[src/rtl/ddr_data_burst_if.sv]
// Bus bundle for ddr_data_burst: rdy pulses, write FIFO port, DQ/DQS pins and read result.
interface ddr_data_burst_if #(
  parameter int unsigned DQ_WIDTH = 8,
  parameter int unsigned BL       = 8
);
  logic                   wr_rdy;
  logic                   rd_rdy;
  logic                   bc4;
  logic                   wr_push;
  logic [BL*DQ_WIDTH-1:0] wr_data;
  logic                   wr_full;
  logic [DQ_WIDTH-1:0]    dq_in;
  logic [DQ_WIDTH-1:0]    dq_out;
  logic                   dq_oe;
  logic                   dqs_t;
  logic                   dqs_c;
  logic                   dqs_oe;
  logic [BL*DQ_WIDTH-1:0] rd_data;
  logic                   rd_valid;
  logic                   data_idle;
  logic                   err;

  modport master (
    output wr_rdy, rd_rdy, bc4, wr_push, wr_data, dq_in,
    input  wr_full, dq_out, dq_oe, dqs_t, dqs_c, dqs_oe, rd_data, rd_valid, data_idle, err
  );

  modport slave (
    input  wr_rdy, rd_rdy, bc4, wr_push, wr_data, dq_in,
    output wr_full, dq_out, dq_oe, dqs_t, dqs_c, dqs_oe, rd_data, rd_valid, data_idle, err
  );
endinterface

[src/rtl/ddr_data_burst.sv]
// DQ/DQS burst engine: write-data FIFO with preamble/burst/postamble, read beat assembly.
// Burst chop (4-beat bursts requested via bc4) is compiled in when BC4_EN is defined.
module ddr_data_burst #(
  parameter int unsigned DQ_WIDTH    = 8,
  parameter int unsigned BL          = 8,
  parameter int unsigned WR_PRE      = 1,
  parameter int unsigned RD_PRE      = 1,
  parameter int unsigned WFIFO_DEPTH = 4
) (
  input  logic            CK_t,
  input  logic            reset_n,
  ddr_data_burst_if.slave bus
);
  localparam int unsigned BW = $clog2(BL) + 1;
  localparam int unsigned AW = (WFIFO_DEPTH > 1) ? $clog2(WFIFO_DEPTH) : 1;
  localparam int unsigned WW = BL * DQ_WIDTH;

  localparam logic [1:0]    WR_PRE_LAST = 2'(WR_PRE - 1);
  localparam logic [1:0]    RD_PRE_LAST = 2'(RD_PRE - 1);
  localparam logic [BW-1:0] LAST_FULL   = BW'(BL - 1);
  localparam logic [BW-1:0] LAST_BC4    = BW'(3);
  localparam logic [AW-1:0] PTR_LAST    = AW'(WFIFO_DEPTH - 1);
  localparam logic [AW:0]   CNT_FULL    = (AW + 1)'(WFIFO_DEPTH);

  typedef enum logic [1:0] {S_IDLE, S_PRE, S_BURST, S_POST} state_t;
  typedef enum logic {D_RD, D_WR} dir_t;

  state_t        r_state, w_state_nxt;
  dir_t          r_dir, w_dir_nxt;
  logic [1:0]    r_pre_cnt, w_pre_nxt;
  logic [BW-1:0] r_beat, w_beat_nxt;
  logic          r_bc4, w_bc4_nxt;
  logic          w_bc4_in;

  logic [WW-1:0] r_wbuf, w_wbuf_nxt;
  logic [WW-1:0] r_rd_cap, w_rd_cap;
  logic [WW-1:0] w_rd_word;

  logic [WW-1:0] r_fifo [WFIFO_DEPTH];
  logic [AW-1:0] r_wptr, r_rptr;
  logic [AW:0]   r_count, w_count_nxt;
  logic          w_push, w_pop, w_pop_ok, w_empty;

  logic          w_same, w_opp, w_pre_last;
  logic [BW-1:0] w_beat_last;
  logic          w_err, w_rd_done;
  logic          w_dq_oe_nxt, w_dqs_oe_nxt, w_dqs_t_nxt;
  logic [DQ_WIDTH-1:0] w_slot;

  logic [DQ_WIDTH-1:0] r_dq_out;
  logic          r_dq_oe, r_dqs_t, r_dqs_c, r_dqs_oe;
  logic [WW-1:0] r_rd_data;
  logic          r_rd_valid, r_idle, r_err, r_full;

`ifdef BC4_EN
  assign w_bc4_in = bus.bc4;
`else
  logic w_unused_bc4;
  assign w_bc4_in     = 1'b0;
  assign w_unused_bc4 = bus.bc4;
`endif

  assign w_empty     = (r_count == '0);
  assign w_push      = bus.wr_push && !r_full;
  assign w_pop_ok    = w_pop && !w_empty;
  assign w_count_nxt = r_count + (AW + 1)'(w_push) - (AW + 1)'(w_pop_ok);

  assign w_same      = (r_dir == D_WR) ? bus.wr_rdy : bus.rd_rdy;
  assign w_opp       = (r_dir == D_WR) ? bus.rd_rdy : bus.wr_rdy;
  assign w_pre_last  = (r_dir == D_WR) ? (r_pre_cnt == WR_PRE_LAST) : (r_pre_cnt == RD_PRE_LAST);
  assign w_beat_last = r_bc4 ? LAST_BC4 : LAST_FULL;

  always_comb begin
    w_state_nxt = r_state;
    w_dir_nxt   = r_dir;
    w_pre_nxt   = r_pre_cnt;
    w_beat_nxt  = r_beat;
    w_bc4_nxt   = r_bc4;
    w_pop       = 1'b0;
    w_err       = 1'b0;
    w_rd_done   = 1'b0;
    unique case (r_state)
      S_IDLE: begin
        if (bus.wr_rdy) begin
          w_state_nxt = S_PRE;
          w_dir_nxt   = D_WR;
          w_pre_nxt   = '0;
          w_bc4_nxt   = w_bc4_in;
          w_pop       = 1'b1;
          w_err       = bus.rd_rdy;
        end else if (bus.rd_rdy) begin
          w_state_nxt = S_PRE;
          w_dir_nxt   = D_RD;
          w_pre_nxt   = '0;
          w_bc4_nxt   = w_bc4_in;
        end
      end
      S_PRE: begin
        w_err = bus.wr_rdy | bus.rd_rdy;
        if (w_pre_last) begin
          w_state_nxt = S_BURST;
          w_beat_nxt  = '0;
        end else begin
          w_pre_nxt = r_pre_cnt + 2'd1;
        end
      end
      S_BURST: begin
        if (r_beat == w_beat_last) begin
          w_rd_done = (r_dir == D_RD);
          w_err     = w_opp;
          // Same-direction rdy on the final beat chains straight into the next burst.
          if (w_same) begin
            w_beat_nxt = '0;
            w_bc4_nxt  = w_bc4_in;
            w_pop      = (r_dir == D_WR);
          end else begin
            w_state_nxt = S_POST;
          end
        end else begin
          w_beat_nxt = r_beat + BW'(1);
          w_err      = bus.wr_rdy | bus.rd_rdy;
        end
      end
      S_POST: begin
        w_err = w_opp;
        if (w_same) begin
          w_state_nxt = S_BURST;
          w_beat_nxt  = '0;
          w_bc4_nxt   = w_bc4_in;
          w_pop       = (r_dir == D_WR);
        end else begin
          w_state_nxt = S_IDLE;
        end
      end
      default: w_state_nxt = S_IDLE;
    endcase
    if (w_pop && w_empty) w_err = 1'b1;
  end

  // Read capture, final word assembly and write beat selection.
  always_comb begin
    w_rd_cap   = r_rd_cap;
    w_wbuf_nxt = r_wbuf;
    w_slot     = '0;
    if (w_pop) w_wbuf_nxt = w_empty ? '0 : r_fifo[r_rptr];
    for (int unsigned k = 0; k < BL; k++) begin
      if (r_state == S_BURST && r_dir == D_RD && 32'(r_beat) == k)
        w_rd_cap[k*DQ_WIDTH +: DQ_WIDTH] = bus.dq_in;
    end
    w_rd_word = w_rd_cap;
    for (int unsigned k = 4; k < BL; k++) begin
      if (r_bc4) w_rd_word[k*DQ_WIDTH +: DQ_WIDTH] = '0;
    end
    for (int unsigned k = 0; k < BL; k++) begin
      if (32'(w_beat_nxt) == k) w_slot = w_wbuf_nxt[k*DQ_WIDTH +: DQ_WIDTH];
    end
  end

  // Pin values are derived from the next state so every output leaves a flop.
  assign w_dq_oe_nxt  = (w_state_nxt == S_BURST) && (w_dir_nxt == D_WR);
  assign w_dqs_oe_nxt = (w_state_nxt != S_IDLE) && (w_dir_nxt == D_WR);
  assign w_dqs_t_nxt  = w_dq_oe_nxt && !w_beat_nxt[0];

  always_ff @(posedge CK_t or negedge reset_n) begin
    if (!reset_n) begin
      r_state    <= S_IDLE;
      r_dir      <= D_RD;
      r_pre_cnt  <= '0;
      r_beat     <= '0;
      r_bc4      <= 1'b0;
      r_wbuf     <= '0;
      r_rd_cap   <= '0;
      r_wptr     <= '0;
      r_rptr     <= '0;
      r_count    <= '0;
      r_full     <= 1'b0;
      r_dq_out   <= '0;
      r_dq_oe    <= 1'b0;
      r_dqs_t    <= 1'b0;
      r_dqs_c    <= 1'b1;
      r_dqs_oe   <= 1'b0;
      r_rd_data  <= '0;
      r_rd_valid <= 1'b0;
      r_idle     <= 1'b1;
      r_err      <= 1'b0;
    end else begin
      r_state    <= w_state_nxt;
      r_dir      <= w_dir_nxt;
      r_pre_cnt  <= w_pre_nxt;
      r_beat     <= w_beat_nxt;
      r_bc4      <= w_bc4_nxt;
      r_wbuf     <= w_wbuf_nxt;
      r_rd_cap   <= w_rd_cap;
      if (w_push)   r_wptr <= (r_wptr == PTR_LAST) ? '0 : r_wptr + AW'(1);
      if (w_pop_ok) r_rptr <= (r_rptr == PTR_LAST) ? '0 : r_rptr + AW'(1);
      r_count    <= w_count_nxt;
      r_full     <= (w_count_nxt == CNT_FULL);
      r_dq_out   <= w_dq_oe_nxt ? w_slot : '0;
      r_dq_oe    <= w_dq_oe_nxt;
      r_dqs_t    <= w_dqs_t_nxt;
      r_dqs_c    <= ~w_dqs_t_nxt;
      r_dqs_oe   <= w_dqs_oe_nxt;
      if (w_rd_done) r_rd_data <= w_rd_word;
      r_rd_valid <= w_rd_done;
      r_idle     <= (w_state_nxt == S_IDLE);
      r_err      <= w_err;
    end
  end

  always_ff @(posedge CK_t) begin
    if (w_push) r_fifo[r_wptr] <= bus.wr_data;
  end

  assign bus.dq_out    = r_dq_out;
  assign bus.dq_oe     = r_dq_oe;
  assign bus.dqs_t     = r_dqs_t;
  assign bus.dqs_c     = r_dqs_c;
  assign bus.dqs_oe    = r_dqs_oe;
  assign bus.rd_data   = r_rd_data;
  assign bus.rd_valid  = r_rd_valid;
  assign bus.data_idle = r_idle;
  assign bus.err       = r_err;
  assign bus.wr_full   = r_full;
endmodule

[src/flat_wrapper.sv]
// flat-port wrapper written by rule: the top's interface ports become plain ports
module ddr_data_burst_flat 
#(
  parameter int unsigned DQ_WIDTH    = 8,
  parameter int unsigned BL          = 8,
  parameter int unsigned WR_PRE      = 1,
  parameter int unsigned RD_PRE      = 1,
  parameter int unsigned WFIFO_DEPTH = 4
)
  (CK_t, reset_n, bus_wr_rdy, bus_rd_rdy, bus_bc4, bus_wr_push, bus_wr_data, bus_dq_in, bus_wr_full, bus_dq_out, bus_dq_oe, bus_dqs_t, bus_dqs_c, bus_dqs_oe, bus_rd_data, bus_rd_valid, bus_data_idle, bus_err);
  ddr_data_burst_if #(.DQ_WIDTH(DQ_WIDTH), .BL(BL)) bus_i ();
  input  logic CK_t;
  input  logic reset_n;
  input wire logic [$bits(bus_i.wr_rdy)-1:0] bus_wr_rdy;
  input wire logic [$bits(bus_i.rd_rdy)-1:0] bus_rd_rdy;
  input wire logic [$bits(bus_i.bc4)-1:0] bus_bc4;
  input wire logic [$bits(bus_i.wr_push)-1:0] bus_wr_push;
  input wire logic [$bits(bus_i.wr_data)-1:0] bus_wr_data;
  input wire logic [$bits(bus_i.dq_in)-1:0] bus_dq_in;
  output wire logic [$bits(bus_i.wr_full)-1:0] bus_wr_full;
  output wire logic [$bits(bus_i.dq_out)-1:0] bus_dq_out;
  output wire logic [$bits(bus_i.dq_oe)-1:0] bus_dq_oe;
  output wire logic [$bits(bus_i.dqs_t)-1:0] bus_dqs_t;
  output wire logic [$bits(bus_i.dqs_c)-1:0] bus_dqs_c;
  output wire logic [$bits(bus_i.dqs_oe)-1:0] bus_dqs_oe;
  output wire logic [$bits(bus_i.rd_data)-1:0] bus_rd_data;
  output wire logic [$bits(bus_i.rd_valid)-1:0] bus_rd_valid;
  output wire logic [$bits(bus_i.data_idle)-1:0] bus_data_idle;
  output wire logic [$bits(bus_i.err)-1:0] bus_err;
  assign bus_i.wr_rdy = bus_wr_rdy;
  assign bus_i.rd_rdy = bus_rd_rdy;
  assign bus_i.bc4 = bus_bc4;
  assign bus_i.wr_push = bus_wr_push;
  assign bus_i.wr_data = bus_wr_data;
  assign bus_i.dq_in = bus_dq_in;
  assign bus_wr_full = bus_i.wr_full;
  assign bus_dq_out = bus_i.dq_out;
  assign bus_dq_oe = bus_i.dq_oe;
  assign bus_dqs_t = bus_i.dqs_t;
  assign bus_dqs_c = bus_i.dqs_c;
  assign bus_dqs_oe = bus_i.dqs_oe;
  assign bus_rd_data = bus_i.rd_data;
  assign bus_rd_valid = bus_i.rd_valid;
  assign bus_data_idle = bus_i.data_idle;
  assign bus_err = bus_i.err;
  ddr_data_burst #(.DQ_WIDTH(DQ_WIDTH), .BL(BL), .WR_PRE(WR_PRE), .RD_PRE(RD_PRE), .WFIFO_DEPTH(WFIFO_DEPTH)) u_core (.CK_t(CK_t), .reset_n(reset_n), .bus(bus_i));
endmodule
[config.mk]
export PLATFORM = sky130hd
export DESIGN_NAME = ddr_data_burst_flat
export DESIGN_NICKNAME = d
export VERILOG_FILES = /design/src/rtl/ddr_data_burst_if.sv /design/src/rtl/ddr_data_burst.sv /design/src/flat_wrapper.sv
export SDC_FILE = /design/constraint.sdc
export NUM_CORES = 1
export LEC_CHECK = 0
export BUFFER_PORTS_ARGS = -buffer_cell sky130_fd_sc_hd__buf_2
export CORE_MARGIN = 5
export CORE_UTILIZATION = 60
export DETAILED_ROUTE_END_ITERATION = 12
export PLACE_DENSITY = 0.82
export SYNTH_ARGS = -nofsm -noshare
export SYNTH_HDL_FRONTEND = slang
export SYNTH_SLANG_ARGS = --single-unit
[constraint.sdc]
create_clock -name CK_t -period 6.3 [get_ports CK_t]
set_clock_uncertainty 0.15 [all_clocks]
set_input_delay 1.575 -clock CK_t [delete_from_list [all_inputs] [get_ports CK_t]]
set_output_delay 1.575 -clock CK_t [all_outputs]
set_load 0.05 [all_outputs]
# --- Word level (Yosys, flattened, before mapping) ---
# Memories as Yosys holds them, arrays and structs flattened.
# Index checks and enable logic that the tools add are counted.
totals:
  ff_bits: 225
  mem_bits_rw: 256
  elab_cells: 147
  mem_count: 1
memory_table:
  columns: ["memory", "depth", "width", "read_ports", "rd_clocked_by_memory_dff", "wr", "line", "source"]
  rows:
  - ["u_core.r_fifo", 4, 64, 1, 0, 1, "ddr_data_burst.sv:39", "logic [WW-1:0] r_fifo [WFIFO_DEPTH];"]
classes:
  addsub: 6
  eq_ne: 25
  muxes: 63
  n_bitwise: 3
  n_reduce_logical: 29
op_table:
  columns: ["operator", "n"]
  rows:
  - ["$mux 8", 21]
  - ["$mux 64", 2]
  - ["$eq 4x3->1 const B", 8]
  - ["$mux 2", 11]
  - ["$mux 1", 19]
  - ["$eq 4x2->1 const B", 4]
  - ["$logic_and 1x1->1", 15]
  - ["$mux 4", 3]
  - ["$pmux 4 s3", 1]
  - ["$eq 2x2->1 const B", 5]
  - ["$eq 4x1->1 const B", 2]
  - ["$logic_not 4->1", 2]
  - ["$pmux 2 s4", 1]
  - ["$add 2x1->2 const B", 3]
  - ["$logic_not 2->1", 3]
  - ["$pmux 1 s3", 2]
  - ["$reduce_and 3->1", 2]
  - ["$add 4x1->4 const B", 1]
  - ["$eq 4x4->1", 1]
  - ["$pmux 1 s4", 1]
  - ["$pmux 2 s2", 1]
  - ["$reduce_bool 2->1", 2]
  - ["$add 3x1->3", 1]
  - ["$eq 3x3->1 const B", 1]
  - ["11 further kinds", 14]

# --- Logic depth before layout (Yosys ltp) ---
depth:
  word_depth: 14
  mapped_depth: 13
  mapped_depth_nobuf: 12

# --- Worst setup path after synthesis ---
# No wires, ideal clock.
synth_timing:
  kind: "input to register"
  startpoint: "input bus_wr_push"
  endpoint: "memory u_core.r_fifo[0][0] (netlist name) (enable)"
  setup_ns: 0.429
  arrival_ns: 3.459
  path_slack_ns: 2.262
  cell_stages: 3
  n_path_buf: 1
  path_cell_list: "nor2b_1 > clkbuf_1 > and2_1"
synth_via:
  elab_chain_cells: 3
synth_lines:
  columns: ["item", "line", "source"]
  rows:
  - ["start, declared", "flat_wrapper.sv:17", "input wire logic [$bits(bus_i.wr_push)-1:0] bus_wr_push;"]
  - ["$logic_and 1x1->1", "ddr_data_burst.sv:64", "assign w_push = bus.wr_push && !r_full;"]
  - ["via u_core.w_push", "ddr_data_burst.sv:42", "logic w_push, w_pop, w_pop_ok, w_empty;"]
  - ["$mux 1", "ddr_data_burst.sv:211", "if (w_push) r_fifo[r_wptr] <= bus.wr_data;"]
  - ["$mux 1 (implied by the code)", "ddr_data_burst.sv:211", null]
  - ["end, declared", "ddr_data_burst.sv:39", null]
# The timed path passes the listed nets, and every way through them passes these cells.

# --- Worst setup path after layout ---
layout_timing:
  startpoint: "input bus_wr_rdy"
  endpoint: "register u_core.r_full, in the netlist u_core.bus.wr_full"
layout_via:
  elab_chain_cells: 7
  word_cells_on_any_way: 8
layout_lines:
  columns: ["item", "line", "source"]
  rows:
  - ["start, declared", "flat_wrapper.sv:14", "input wire logic [$bits(bus_i.wr_rdy)-1:0] bus_wr_rdy;"]
  - ["$mux 1", "ddr_data_burst.sv:68", "assign w_same = (r_dir == D_WR) ? bus.wr_rdy : bus.rd_rdy;"]
  - ["$mux 1", "ddr_data_burst.sv:112, ddr_data_burst.sv:126", null]
  - ["$mux 1", "ddr_data_burst.sv:108", "if (r_beat == w_beat_last) begin"]
  - ["$pmux 1 s3 *", "ddr_data_burst.sv:82", "unique case (r_state)"]
  - ["$logic_and 1x1->1 *", "ddr_data_burst.sv:65", "assign w_pop_ok = w_pop && !w_empty;"]
  - ["$sub 3x1->3 *", "ddr_data_burst.sv:66", "assign w_count_nxt = r_count + (AW + 1)'(w_push) - (AW + 1)'(w_pop_ok);"]
  - ["via u_core.w_count_nxt[2]", "ddr_data_burst.sv:41", "logic [AW:0] r_count, w_count_nxt;"]
  - ["$eq 3x3->1 *", "ddr_data_burst.sv:197", "r_full <= (w_count_nxt == CNT_FULL);"]
  - ["end signal, assigned", "ddr_data_burst.sv:197", null]
  - ["end, declared", "ddr_data_burst.sv:53", "logic r_rd_valid, r_idle, r_err, r_full;"]
# The timed path passes the listed nets; every way through them passes the cells marked *.
# A chain may end at the register's enable or synchronous reset.

==> impl_metrics.env <==
export IMPL_finalCritPeriodShare_pct=71.03
export IMPL_worstPathArrival_ns=4.78
export IMPL_clockBufferDepth=3
export IMPL_wl_per_cell_um=21.54
export IMPL_cts_hold_buf=0
export IMPL_grt_pass1_wl_mm=63.05
export IMPL_cp_end_kind="flop"
export IMPL_fmax_mhz=223.5
export IMPL_htree_levels=2
export IMPL_cts_root_buf="clkbuf_16"
export IMPL_final_layout_size_suffix_gt1_share_pct=29.33
export IMPL_ys_seq_area_share_pct=71.11
export IMPL_cts_resized=0
export IMPL_max_stage_delay_ns=0.92
export IMPL_post_cts_setup_buffer_count=0
export IMPL_mappedNetlistNets=1304
export IMPL_required_ns=6.60
export IMPL_totalWireLength_mm=39.05
export IMPL_dr_pass1_iters=7
export IMPL_ys_async_sr_fraction_pct=46.67
export IMPL_grt_max_degree=132
export IMPL_cts_sinks=480
export IMPL_critPathSlowestCell="nor2_1"
export IMPL_die_width_um=186.5
export IMPL_grt_overflow=0
export IMPL_status="complete, no violations"
export IMPL_ios=158
export IMPL_p_total_uw=12040
export IMPL_vdd_drop_max_uv=387.0
export IMPL_regArea_um2=13300
export IMPL_critPathTopFamily="simple AND/OR/NAND/NOR gates"
export IMPL_final_area_um2=21490
export IMPL_hp_class="reg2reg"
export IMPL_timing_hold_ws_ns=0.3203
export IMPL_yosysTopAreaCell="edfxtp_1"
export IMPL_syn_inst=1212
export IMPL_clk_insertion_delay_late_ns=0.55
export IMPL_slew_headroom_pct=26.61
export IMPL_hpwl_mm=23.99
export IMPL_fin_cells=1813
export IMPL_initial_utilization_pct=60.96
export IMPL_power_density_nw_per_um2=560.1
export IMPL_critPathKind="in2reg"
export IMPL_clk_pin_slew_ns=0.06
export IMPL_via_count=10753
export IMPL_crit_start="bus_wr_rdy"
export IMPL_drc_errors=0
export IMPL_area_growth_pct=14.96
export IMPL_critical_path_buf_inv_count=3
export IMPL_grt_pass1_vias=11233
export IMPL_routabilityCongestion=0.8087
export IMPL_setup_tns_final_ns=0
export IMPL_rr_startpoint="u_core.r_beat[1]"
export IMPL_syn_area_um2=18700
export IMPL_dp_cells=1723
export IMPL_grt_use_total_pct=22.57
export IMPL_cts_tree="done"
export IMPL_final_max_slew_viol_count=0
export IMPL_synth_seq_cells=480
export IMPL_chipHeight_um=186.5
export IMPL_placed_area_um2=19850
export IMPL_synth_cell_types=56
export IMPL_avgViaCountPerCell=5.931
export IMPL_rsz0062_at_grt="false"
export IMPL_yosys_top_cells_area="edfxtp_1 (41%), dfrtp_1 (30%), mux4_2 (7.6%)"
export IMPL_synth_edf_count=256
export IMPL_period_needed_ns=4.475
export IMPL_port_buffers=156
export IMPL_yosys_area_top_type_share_pct=41.12
export IMPL_worstMarginPinSlew_ns=1.101
export IMPL_avgSynthCellArea_um2=15.43
export IMPL_cts_buffers=47
export IMPL_core_um2=30670
export IMPL_num_rows=64
export IMPL_setup_viol=0
export IMPL_antenna_left=0
export IMPL_final_net_count=1468
export IMPL_finalHoldViolCount=0
export IMPL_yosys_warnings=0
export IMPL_drtIter0Drc=1054
export IMPL_crit_fanout=35
export IMPL_drv_cap=0
export IMPL_crit_path_cell_trace="buf_2 > o2111ai_4 > nor2_1 > ha_1 > inv_1 > ha_1 > inv_1 > fa_1 > xnor2_1 > xnor2_1 > nor3b_1"
export IMPL_p_leak_uw=0.008923
export IMPL_die_area_um2=34790
export IMPL_multi_input_area_um2=4960
export IMPL_cp_start_kind="primary input"
export IMPL_hold_start="u_core.bus.rd_data[40]"
export IMPL_synthFlopType="edfxtp_1"
export IMPL_antenna_found_initial=2
export IMPL_fillers=1917
## flip-flops by register name (all words and copies together) (netlist names), 2 cells and up
name                cells
u_core.bus.dq_out       8
u_core.bus.rd_data     64
u_core.r_beat           4
u_core.r_count          3
u_core.r_fifo         256
u_core.r_pre_cnt        2
u_core.r_rd_cap        64
u_core.r_rptr           2
u_core.r_state          2
u_core.r_wbuf          64
u_core.r_wptr           2
## cells in the final DEF, fill, tap and decap left out, drive strengths merged, types with 3 or more instances in the layout
cell type  netlist  routed
a21oi           12      12
a22o             8       8
a22oi            7       7
a2bb2oi          3       3
a31oi           10      10
and2             5       5
buf             39     173
bufinv           0       7
clkbuf          19      61
clkinv           0      16
clkinvlp         0       3
dfrtp          222     222
edfxtp         256     256
ha              13      13
inv             47      48
mux2            84      84
mux2i           35      35
mux4            63      63
nand2          248     248
nand2b           6       6
nand3           14      14
nor2            24      24
nor2b            4       4
nor3             9       9
nor4             3       3
o2111ai          4       4
o21ai           43      43
o41ai            3       3
or3              3       3
## tightest hold or removal path, delay by kind of cell, from the launching register on
kind             cells  cell delay (ns)
DFF                  1             0.33
and+or+nand+nor      2             0.10
## report_power, final
group	switching, uW	internal [uW]	total, uW
Clock	1150	1760	2910
Combinational	2790	1510	4310
Sequential	481	4340	4820
## cell type report
class                   count  share of cell area [%]
diodes                      2                 0.02329
clock buffers              61                   6.095
clock inverters            27                   1.519
inverters                  47                  0.8209
multi-input cells         627                   23.08
flip-flops and latches    480                   61.89
well taps                 396                   2.305
repair buffers            173                   4.273
## final timing paths
kind,cells past startpoint,slack (ns),to
worst max-delay path,11,1.83,u_core.bus.wr_full
worst min-delay path,2,0.32,u_core.bus.rd_data[40]
worst max register to register,12,1.93,u_core.bus.wr_full
worst min register to register,2,0.32,u_core.bus.rd_data[40]
max in group asynchronous,2,3.71,u_core.r_rd_cap[16]
min in group asynchronous,1,0.92,u_core.bus.rd_data[44]
## per-stage QoR
| step | setup slack (ns) | util [%] |
|---|---|---|
| 2_1_floorplan | 2.262 | - |
| 4_1_cts | 1.864 | 70.06 |
| 6_report | 1.825 | 70.08 |
| 5_1_grt | 1.476 | 70.08 |
| 3_3_place_gp | 1.404 | 64.72 |
| 3_5_place_dp | 1.274 | 64.72 |
## layer usage
layer	track usage [%]	vias to the layer above	part of all wire [%]
met5	0	-	0
met1	31.33	5444	40
met4	7.259	0	3.2
li1	-	4735	-
met2	36.93	479	50
met3	4.297	95	7.2
## Yosys cell counts (all sizes together) (2+ instances only)
master     n
clkbuf    19
edfxtp   256
a22oi      7
mux4      63
a21oi     12
buf       39
mux2      84
o21ai     43
o32a       2
nand2b     6
nor4       3
dfrtp    222
and2       5
xnor2      2
nand2    248
and3       2
a31o       2
nor2b      4
dfstp      2
a22o       8
nor3       9
ha        13
inv       47
o2111ai    4
a2bb2oi    3
or3        3
nor2      24
o41ai      3
o211a      2
a211oi     2
nand3     14
mux2i     35
a31oi     10
## logic make-up after synthesis
family          share of synthesized area [%]
compound gates                          3.741
buf+inv                                 2.443
flops                                   71.11
mux                                     14.54
simple gates                            7.088
fa+ha+maj                              0.9771
xor+xnor                              0.09371
(Power assumes the default switching activity.)
